$ cat src/rtl/fsm_jump_pkg.sv
// fsm_jump_pkg: shared definitions for the fsm_jump_seq ring sequencer.
//   DIR_UP / DIR_DOWN : encoding of the dir input.
//   clog2()           : constant ceil(log2) used for width defaults and
//                       elaboration-time legality checks.
package fsm_jump_pkg;

  localparam logic DIR_UP   = 1'b0;
  localparam logic DIR_DOWN = 1'b1;

  // Number of bits needed to index 'value' distinct items (clog2(1) = 0).
  function automatic int clog2(input int value);
    int r;
    int v;
    r = 0;
    v = value - 1;
    while (v > 0) begin
      r++;
      v = v >> 1;
    end
    return r;
  endfunction

endpackage

$ cat src/rtl/jump_edge_det.sv
// jump_edge_det: rising-edge detector for the jump request.
//   Build option FSM_JUMP_SYNC_EN: when defined, jump first passes through a
//   2-flop synchroniser (2 cycles of extra latency); otherwise jump is taken
//   as already synchronous to i_clk.
// Ports:
//   i_clk        system clock, rising edge
//   i_rst        asynchronous active-high reset
//   i_jump       raw jump request
//   o_jump_rise  one-cycle strobe on a qualifying rising edge of jump
module jump_edge_det (
  input  logic i_clk,
  input  logic i_rst,
  input  logic i_jump,
  output logic o_jump_rise
);

  logic w_jump;
  logic r_jump_d;
  logic r_armed;

`ifdef FSM_JUMP_SYNC_EN
  logic r_sync1;
  logic r_sync2;

  always_ff @(posedge i_clk or posedge i_rst) begin
    if (i_rst) begin
      r_sync1 <= 1'b0;
      r_sync2 <= 1'b0;
    end else begin
      r_sync1 <= i_jump;
      r_sync2 <= r_sync1;
    end
  end

  assign w_jump = r_sync2;
`else
  assign w_jump = i_jump;
`endif

  // r_armed stays low until jump has been seen low after reset, so a request
  // that was already high when reset released never counts as an edge even
  // though r_jump_d itself clears to 0.
  always_ff @(posedge i_clk or posedge i_rst) begin
    if (i_rst) begin
      r_jump_d <= 1'b0;
      r_armed  <= 1'b0;
    end else begin
      r_jump_d <= w_jump;
      r_armed  <= r_armed | ~i_jump;
    end
  end

  assign o_jump_rise = w_jump & ~r_jump_d & r_armed;

endmodule

$ cat src/rtl/fsm_jump_seq.sv
// fsm_jump_seq: N-state ring sequencer advancing on each rising edge of jump,
// with selectable direction and an optional inactivity timeout back to 0.
//   Build option FSM_JUMP_SYNC_EN (see jump_edge_det): synchronise jump.
// Parameters: NUM_STATES (2..256), SW state width, HOLD_CYCLES (0 = no
//   timeout), CW timeout counter width.
// Ports:
//   clk, rst      clock / asynchronous active-high reset
//   jump          advance request (rising edges only)
//   dir           0 = step up, 1 = step down (sampled with the jump edge)
//   clr           synchronous clear to state 0 (highest priority)
//   state         current state index
//   dout_p        one-cycle pulse in the first cycle of a new state value
//   dout_q        high while state == NUM_STATES-1
//   timeout       one-cycle pulse in the first cycle after an auto-return
module fsm_jump_seq
  import fsm_jump_pkg::*;
#(
  parameter int NUM_STATES  = 4,
  parameter int SW          = clog2(NUM_STATES),
  parameter int HOLD_CYCLES = 8,
  parameter int CW          = 8
) (
  input  logic          clk,
  input  logic          rst,
  input  logic          jump,
  input  logic          dir,
  input  logic          clr,
  output logic [SW-1:0] state,
  output logic          dout_p,
  output logic          dout_q,
  output logic          timeout
);

  if (NUM_STATES < 2 || NUM_STATES > 256) begin : g_chk_num_states
    $error("fsm_jump_seq: NUM_STATES must be in 2..256");
  end
  if (SW < clog2(NUM_STATES)) begin : g_chk_sw
    $error("fsm_jump_seq: SW too narrow for NUM_STATES");
  end
  if (HOLD_CYCLES < 0 || CW < clog2(HOLD_CYCLES + 1)) begin : g_chk_cw
    $error("fsm_jump_seq: CW too narrow for HOLD_CYCLES");
  end

  localparam logic [SW-1:0] LAST     = SW'(NUM_STATES - 1);
  localparam logic [CW-1:0] CNT_LAST = (HOLD_CYCLES > 0) ? CW'(HOLD_CYCLES - 1) : '0;

  logic [SW-1:0] r_state;
  logic [CW-1:0] r_cnt;
  logic          r_dout_p;
  logic          r_dout_q;
  logic          r_timeout;

  logic          w_rise;
  logic [SW-1:0] w_step;
  logic [SW-1:0] w_next;
  logic          w_expiry;

  jump_edge_det u_edge_det (
    .i_clk       (clk),
    .i_rst       (rst),
    .i_jump      (jump),
    .o_jump_rise (w_rise)
  );

  always_comb begin
    w_step   = r_state;
    w_next   = r_state;
    w_expiry = 1'b0;

    if (dir == DIR_DOWN) begin
      w_step = (r_state == '0) ? LAST : r_state - SW'(1);
    end else begin
      w_step = (r_state == LAST) ? '0 : r_state + SW'(1);
    end

    // The state != 0 term keeps HOLD_CYCLES == 1 from firing in state 0,
    // where the counter rests at 0.
    w_expiry = (HOLD_CYCLES > 0) && (r_state != '0) && (r_cnt == CNT_LAST)
               && !w_rise && !clr;

    if (clr) begin
      w_next = '0;
    end else if (w_rise) begin
      w_next = w_step;
    end else if (w_expiry) begin
      w_next = '0;
    end
  end

  always_ff @(posedge clk or posedge rst) begin
    if (rst) begin
      r_state   <= '0;
      r_cnt     <= '0;
      r_dout_p  <= 1'b0;
      r_dout_q  <= 1'b0;
      r_timeout <= 1'b0;
    end else begin
      r_state   <= w_next;
      r_dout_p  <= (w_next != r_state);
      r_dout_q  <= (w_next == LAST);
      r_timeout <= w_expiry;
      // Any restart of the idle interval (return to 0, new edge, clear)
      // zeroes the counter; otherwise the state is nonzero and idle.
      if (HOLD_CYCLES == 0 || w_next == '0 || w_rise || clr) begin
        r_cnt <= '0;
      end else begin
        r_cnt <= r_cnt + CW'(1);
      end
    end
  end

  assign state   = r_state;
  assign dout_p  = r_dout_p;
  assign dout_q  = r_dout_q;
  assign timeout = r_timeout;

endmodule

$ cat config.mk
export PLATFORM = sky130hd
export DESIGN_NAME = fsm_jump_seq
export DESIGN_NICKNAME = d
export VERILOG_FILES = /design/src/rtl/fsm_jump_pkg.sv /design/src/rtl/jump_edge_det.sv /design/src/rtl/fsm_jump_seq.sv
export SDC_FILE = /design/constraint.sdc
export NUM_CORES = 1
export LEC_CHECK = 0
export CAP_MARGIN = 20
export CORE_MARGIN = 2
export CORE_UTILIZATION = 33
export DETAILED_ROUTE_END_ITERATION = 10
export GPL_ROUTABILITY_DRIVEN = 1
export PLACE_DENSITY_LB_ADDON = 0.05
export SYNTH_ARGS = -nofsm -noshare
export SYNTH_HDL_FRONTEND = slang
export SYNTH_SLANG_ARGS = --single-unit
export TNS_END_PERCENT = 20
$ cat constraint.sdc
create_clock -name clk -period 2.4 [get_ports clk]
set_clock_uncertainty 0.2 [all_clocks]
set_input_delay 0.24 -clock clk [delete_from_list [all_inputs] [get_ports clk]]
set_output_delay 0.24 -clock clk [all_outputs]
set_load 0.005 [all_outputs]
### After elaboration in Yosys (flattened, before gate mapping)

Cells that the tools add are included.
W data, S select, Z words.

| storage, ports and cells | value |
|---|---|
| register bits after elaboration | 15 |
| input port bits | 5 |
| output and inout bits | 5 |
| word-level logic and storage cells | 36 |

| operators by class | value |
|---|---|
| reductions and logical operators | 10 |
| muxes and demuxes | 7 |
| bitwise operators | 5 |
| equal/unequal tests | 4 |
| add/sub/neg operators | 3 |

Operators by type and width:

| operator | number |
|---|---|
| $mux W2 | 6 |
| $add A8 B1 Y8 const B | 1 |
| $eq A8 B3 Y1 const B | 1 |
| $mux W8 | 1 |
| $eq A2 B2 Y1 const B | 2 |
| $logic_not A2 Y1 | 2 |
| $logic_and A1 B1 Y1 | 3 |
| $add A2 B1 Y2 const B | 1 |
| $and A1 B1 Y1 | 2 |
| $logic_not A1 Y1 | 2 |
| $logic_or A1 B1 Y1 | 2 |
| $ne A2 B2 Y1 | 1 |
| $not A1 Y1 | 2 |
| $reduce_bool A2 Y1 | 1 |
| $sub A2 B1 Y2 const B | 1 |
| $or A1 B1 Y1 | 1 |

### Longest topological paths before layout

| logic depth | value |
|---|---|
| word-level depth | 13 |
| depth in mapped cells | 6 |
| mapped depth without buffers | 6 |

### Cells and area by module

A second synthesis with hierarchy kept.

| second synthesis, totals | value |
|---|---|
| cell total of the unflattened synthesis | 77 |
| area total of the unflattened synthesis | 763.2 um^2 |

By module, submodules not included:

| module | instances | cells an instance | area each (um^2) | seq. area each (um^2) |
|---|---|---|---|---|
| fsm_jump_seq | 1 | 72 | 694.4 | 325.3 |
| jump_edge_det | 1 | 5 | 68.8 | 50.0 |

### Worst setup path before layout

OpenSTA, ideal clock, no wires.

| path | value |
|---|---|
| path kind | register -> register |
| from | register r_cnt[5] |
| to | register r_cnt[0] |
| arrival time | 1.927 ns |
| cell stages (with the launch flop) | 6 |
| buffers on the path | 1 |
| setup slack | 0.131 ns |
| library setup time | 0.142 ns |
| data required time | 2.058 ns |
| period minus slack after synthesis | 2.269 ns |
| cell sequence | dfrtp_1 or4_1 or4_1 buf_6 a32oi_4 a211oi_1 |

| between the ends | value |
|---|---|
| cells in the longest elaborated chain, start to end | 11 |

Ends and longest elaborated chain:

| what | RTL line | RTL |
|---|---|---|
| start: declaration | fsm_jump_seq.sv:48 | `logic [CW-1:0] r_cnt;` |
| start signal: assignment | fsm_jump_seq.sv:107 | `r_cnt <= r_cnt + CW'(1);` |
| $eq A8 B3 Y1 | fsm_jump_seq.sv:78 | `w_expiry = (HOLD_CYCLES > 0) && (r_state != '0) && (r_cnt == CNT_LAST)` |
| $logic_and A1 B1 Y1 | fsm_jump_seq.sv:78 |  |
| $logic_and A1 B1 Y1 (2 in series) | fsm_jump_seq.sv:79 | `&& !w_rise && !clr;` |
| $mux W2 | fsm_jump_seq.sv:85 | `end else if (w_expiry) begin` |
| $mux W2 | fsm_jump_seq.sv:83 | `end else if (w_rise) begin` |
| $mux W2 | fsm_jump_seq.sv:81 | `if (clr) begin` |
| $logic_not A2 Y1 | fsm_jump_seq.sv:104 | `if (HOLD_CYCLES == 0 \|\| w_next == '0 \|\| w_rise \|\| clr) begin` |
| $logic_or A1 B1 Y1 (2 in series) | fsm_jump_seq.sv:104 |  |
| $mux W8 | fsm_jump_seq.sv:104 |  |

Every way passes these cells.

### Worst setup path after layout

Ends and elaborated chain as after synthesis.

==> reports/results.tsv <==
stage	metric	value	unit
yosys	synth_top_family_by_area	compound AO/OA/AOI/OAI gates	
sta	period_share	95.0	%
grt	antenna_found_initial	0	
clock_tree	htreeDepth	1	
setup_path	crit_arrival	2.24	ns
floorplan	fp.dieH	52.0	um
yosys	synth_edf_count	0	
power_and_ir_drop	ir_worst_vdd	0.349	mV
sta	fin_crit	2.28	ns
cells_and_area	layout_common_cells	dfrtp_1 (15), clkdlybuf4s50_1 (9), a211oi_1 (7), inv_1 (6)	
yosys	async_reset_ff_share	100	%
clock_tree	clk_pin_slew	0.09	ns
yosys	synth_ff_type	dfrtp_1	
yosys	yosysWarnings	0	
setup_path	path_max_fanout	10	
cells_and_area	drive_above_1_share	13.8	%
cells_and_area	num-fill-cells	208	
drt	ant_nets	0	
yosys	synth-compound-area-share	17.5	%
clock_tree	cts.sinks	15	
clock_tree	cts_hold_buf	0	
yosys	syn_avg_cell_area	10.8	um^2
place	dp_cells	110	
yosys	synth_area_leaders	dfrtp_1 (49%), a211oi_1 (6.9%), xnor2_1 (5.8%)	
setup_path	crit_path_end_kind	register	
cells_and_area	layout.nets	96	
drt	vias_per_cell	4.97	
yosys	syn-num-nets	78	
cells_and_area	final_cells	115	
grt	grt_max_degree	16	
floorplan	die-area	2700	um^2
clock_tree	clockBufferDepth	2	
yosys	synth.top_cell.area_share	49.4	%
drt	dr_total_vias	571	
clock_tree	cts_buffers	3	
setup_path	reg2reg_depth	5	
clock_tree	cts_tree	yes	
cells_and_area	syn2layout_area_growth	26.0	%
setup_path	crit_path_start_kind	register	
power_and_ir_drop	p_leak	0.400	nW
clock_tree	clk_latency	0.28	ns
sta	slew_headroom	61.0	%
yosys	ys_ff_latch	15	
cells_and_area	final_area	957	um^2
setup_path	required	2.36	ns
grt	grtUsageTotal	14.1	%
grt	grt-ovfl-total	0	
grt	grt_pass1_wl	2740	um
drt	totalWireLength	1580	um
sta	maxSlewViolCount	0	
power_and_ir_drop	power_density	519	nW/um^2
yosys	synth_xor_xnor_area_share	8.07	%
clock_tree	clock-root-buffer	clkbuf_4	
sta	worstMarginPinSlew	0.585	ns
floorplan	start_util	34.7	%
yosys	muxShareOfSynthArea	0	%
sta	timing.setup.tns	0	ns
floorplan	die_w	52.0	um
place	io_buffers	9	
sta	finalHoldViolCount	0	
yosys	synthCells	70	
worst_hold_path	hold_class	in -> async	
place	gp_congestion	0.846	
yosys	yosys.area.top_type	dfrtp_1	
yosys	syn-cell-area	759	um^2
grt	grt_pass1_vias	587	
setup_path	r2r-end	r_cnt[0]$_DFF_PP0_	
setup_path	reg2reg_from	r_cnt[5]$_DFF_PP0_	
cells_and_area	n_antenna_cell	0	
yosys	synthDistinctLibCells	21	
place	dp_hpwl	1120	um
setup_path	reg2reg_slack	0.12	ns
sta	grt_setup_unrepaired	false	
sta	clock.fmax	0.439	GHz
floorplan	io_pins	10	
place	placed_area	907	um^2
job	drv_cap	0	
yosys	synthSimpleGateAreaFrac	15.2	%
setup_path	path_class	reg -> reg	
drt	wire_per_inst	13.8	um
sta	setup_viol	0	
yosys	synthAdderAreaFrac	4.94	%
floorplan	core.rowCount	17	
drt	drt_iter0_drc	9	
drt	drc	0	
drt	dr.pass1.iters	4	
floorplan	core	2190	um^2
cells_and_area	final_common_cell	dfrtp_1	
status	status	finished, final reports clean	
yosys	seq_area_frac_synth	49.4	%
[area by class of cell]
class	instances	area, um^2	share of cell area [%]
Tap cell	28	35.0	3.66
Multi-Input combinational cell	47	350	36.6
Sequential cell	15	375	39.2
Timing Repair Buffer	15	148	15.4
Inverter	6	22.5	2.35
Clock buffer	4	26.3	2.75
[critical path, stage by stage, from the launching register on]
cell and delay [ns]:
dfrtp_1 0.38, or4_1 0.51, or4_4 0.55, a32oi_4 0.28, buf_12 0.16, a211oi_1 0.07
[stage by stage]
stage | hold WS [ns] | util (%) | total power [mW] | setup slack (ns)
after global placement | 0.254 | 41.4 | 0.345 | 0.00115
after global routing | 0.175 | 43.7 | 0.521 | 0.0419
after CTS | 0.134 | 42.6 | 0.496 | 0.0224
final | 0.105 | 43.7 | 0.496 | 0.121
after detailed placement | 0.255 | 41.4 | 0.346 | -0.0258
after floorplan | -0.0585 | - | 0.310 | 0.131
[worst max path at each step]
| stage | depth (start not counted) | to | from | slack [ns] |
|---|---|---|---|---|
| 3_5_place_dp | 4 | r_cnt[6]$_DFF_PP0_ | r_cnt[5]$_DFF_PP0_ | -0.03 |
| 2_1_floorplan | 5 | r_cnt[0]$_DFF_PP0_ | r_cnt[5]$_DFF_PP0_ | 0.13 |
| 6_report | 5 | r_cnt[0]$_DFF_PP0_ | r_cnt[5]$_DFF_PP0_ | 0.12 |
| 3_3_place_gp | 4 | r_cnt[0]$_DFF_PP0_ | r_cnt[5]$_DFF_PP0_ | 0.001 |
| 5_1_grt | 5 | r_cnt[2]$_DFF_PP0_ | r_cnt[5]$_DFF_PP0_ | 0.04 |
| 4_1_cts | 4 | r_cnt[2]$_DFF_PP0_ | r_cnt[5]$_DFF_PP0_ | 0.02 |
[Yosys cell counts, drive strengths merged, types with 3 or more instances]
cell	n
a211oi	7
dfrtp	15
ha	3
inv	6
nand2	5
nand3	3
nor2	5
nor3	3
xnor2	5
[repair_timing]
action	in CTS	in global routing
resized for setup	0	1
pin swaps	1	2
setup buffers	0	1
cloned	0	0
endpoints found under the setup margin	8	8
[flip-flops by register name, summed over array words and instances (netlist names)]
signal	count
u_edge_det.r_armed	1
timeout	1
u_edge_det.r_jump_d	1
dout_p	1
r_cnt	8
state	2
dout_q	1
[report_power, final]
part / switching, mW / leakage, nW / total [mW] / internal [mW]
Sequential: 0.00318 / 0.200 / 0.263 / 0.260
Clock: 0.0854 / 0.0150 / 0.150 / 0.0645
Combinational: 0.0440 / 0.186 / 0.0838 / 0.0398
[routing by layer]
layer  global-route usage (%)  wire [um]  share of wire (%)  vias up
li1                         -          -                  -      279
met1                     20.5        806                 51      281
met2                     19.2        719                 45        9
met3                     3.45         43                2.7        2
met4                     6.58         13               0.82        0
met5                        0          0                  0        -
[cell families after synthesis]
| kind of cell | Yosys count |
|---|---|
| compound gates | 14 |
| xor+xnor | 7 |
| fa+ha+maj | 3 |
| buf+inv | 8 |
| flops | 15 |
| simple gates | 23 |
(Power assumes the default switching activity.)
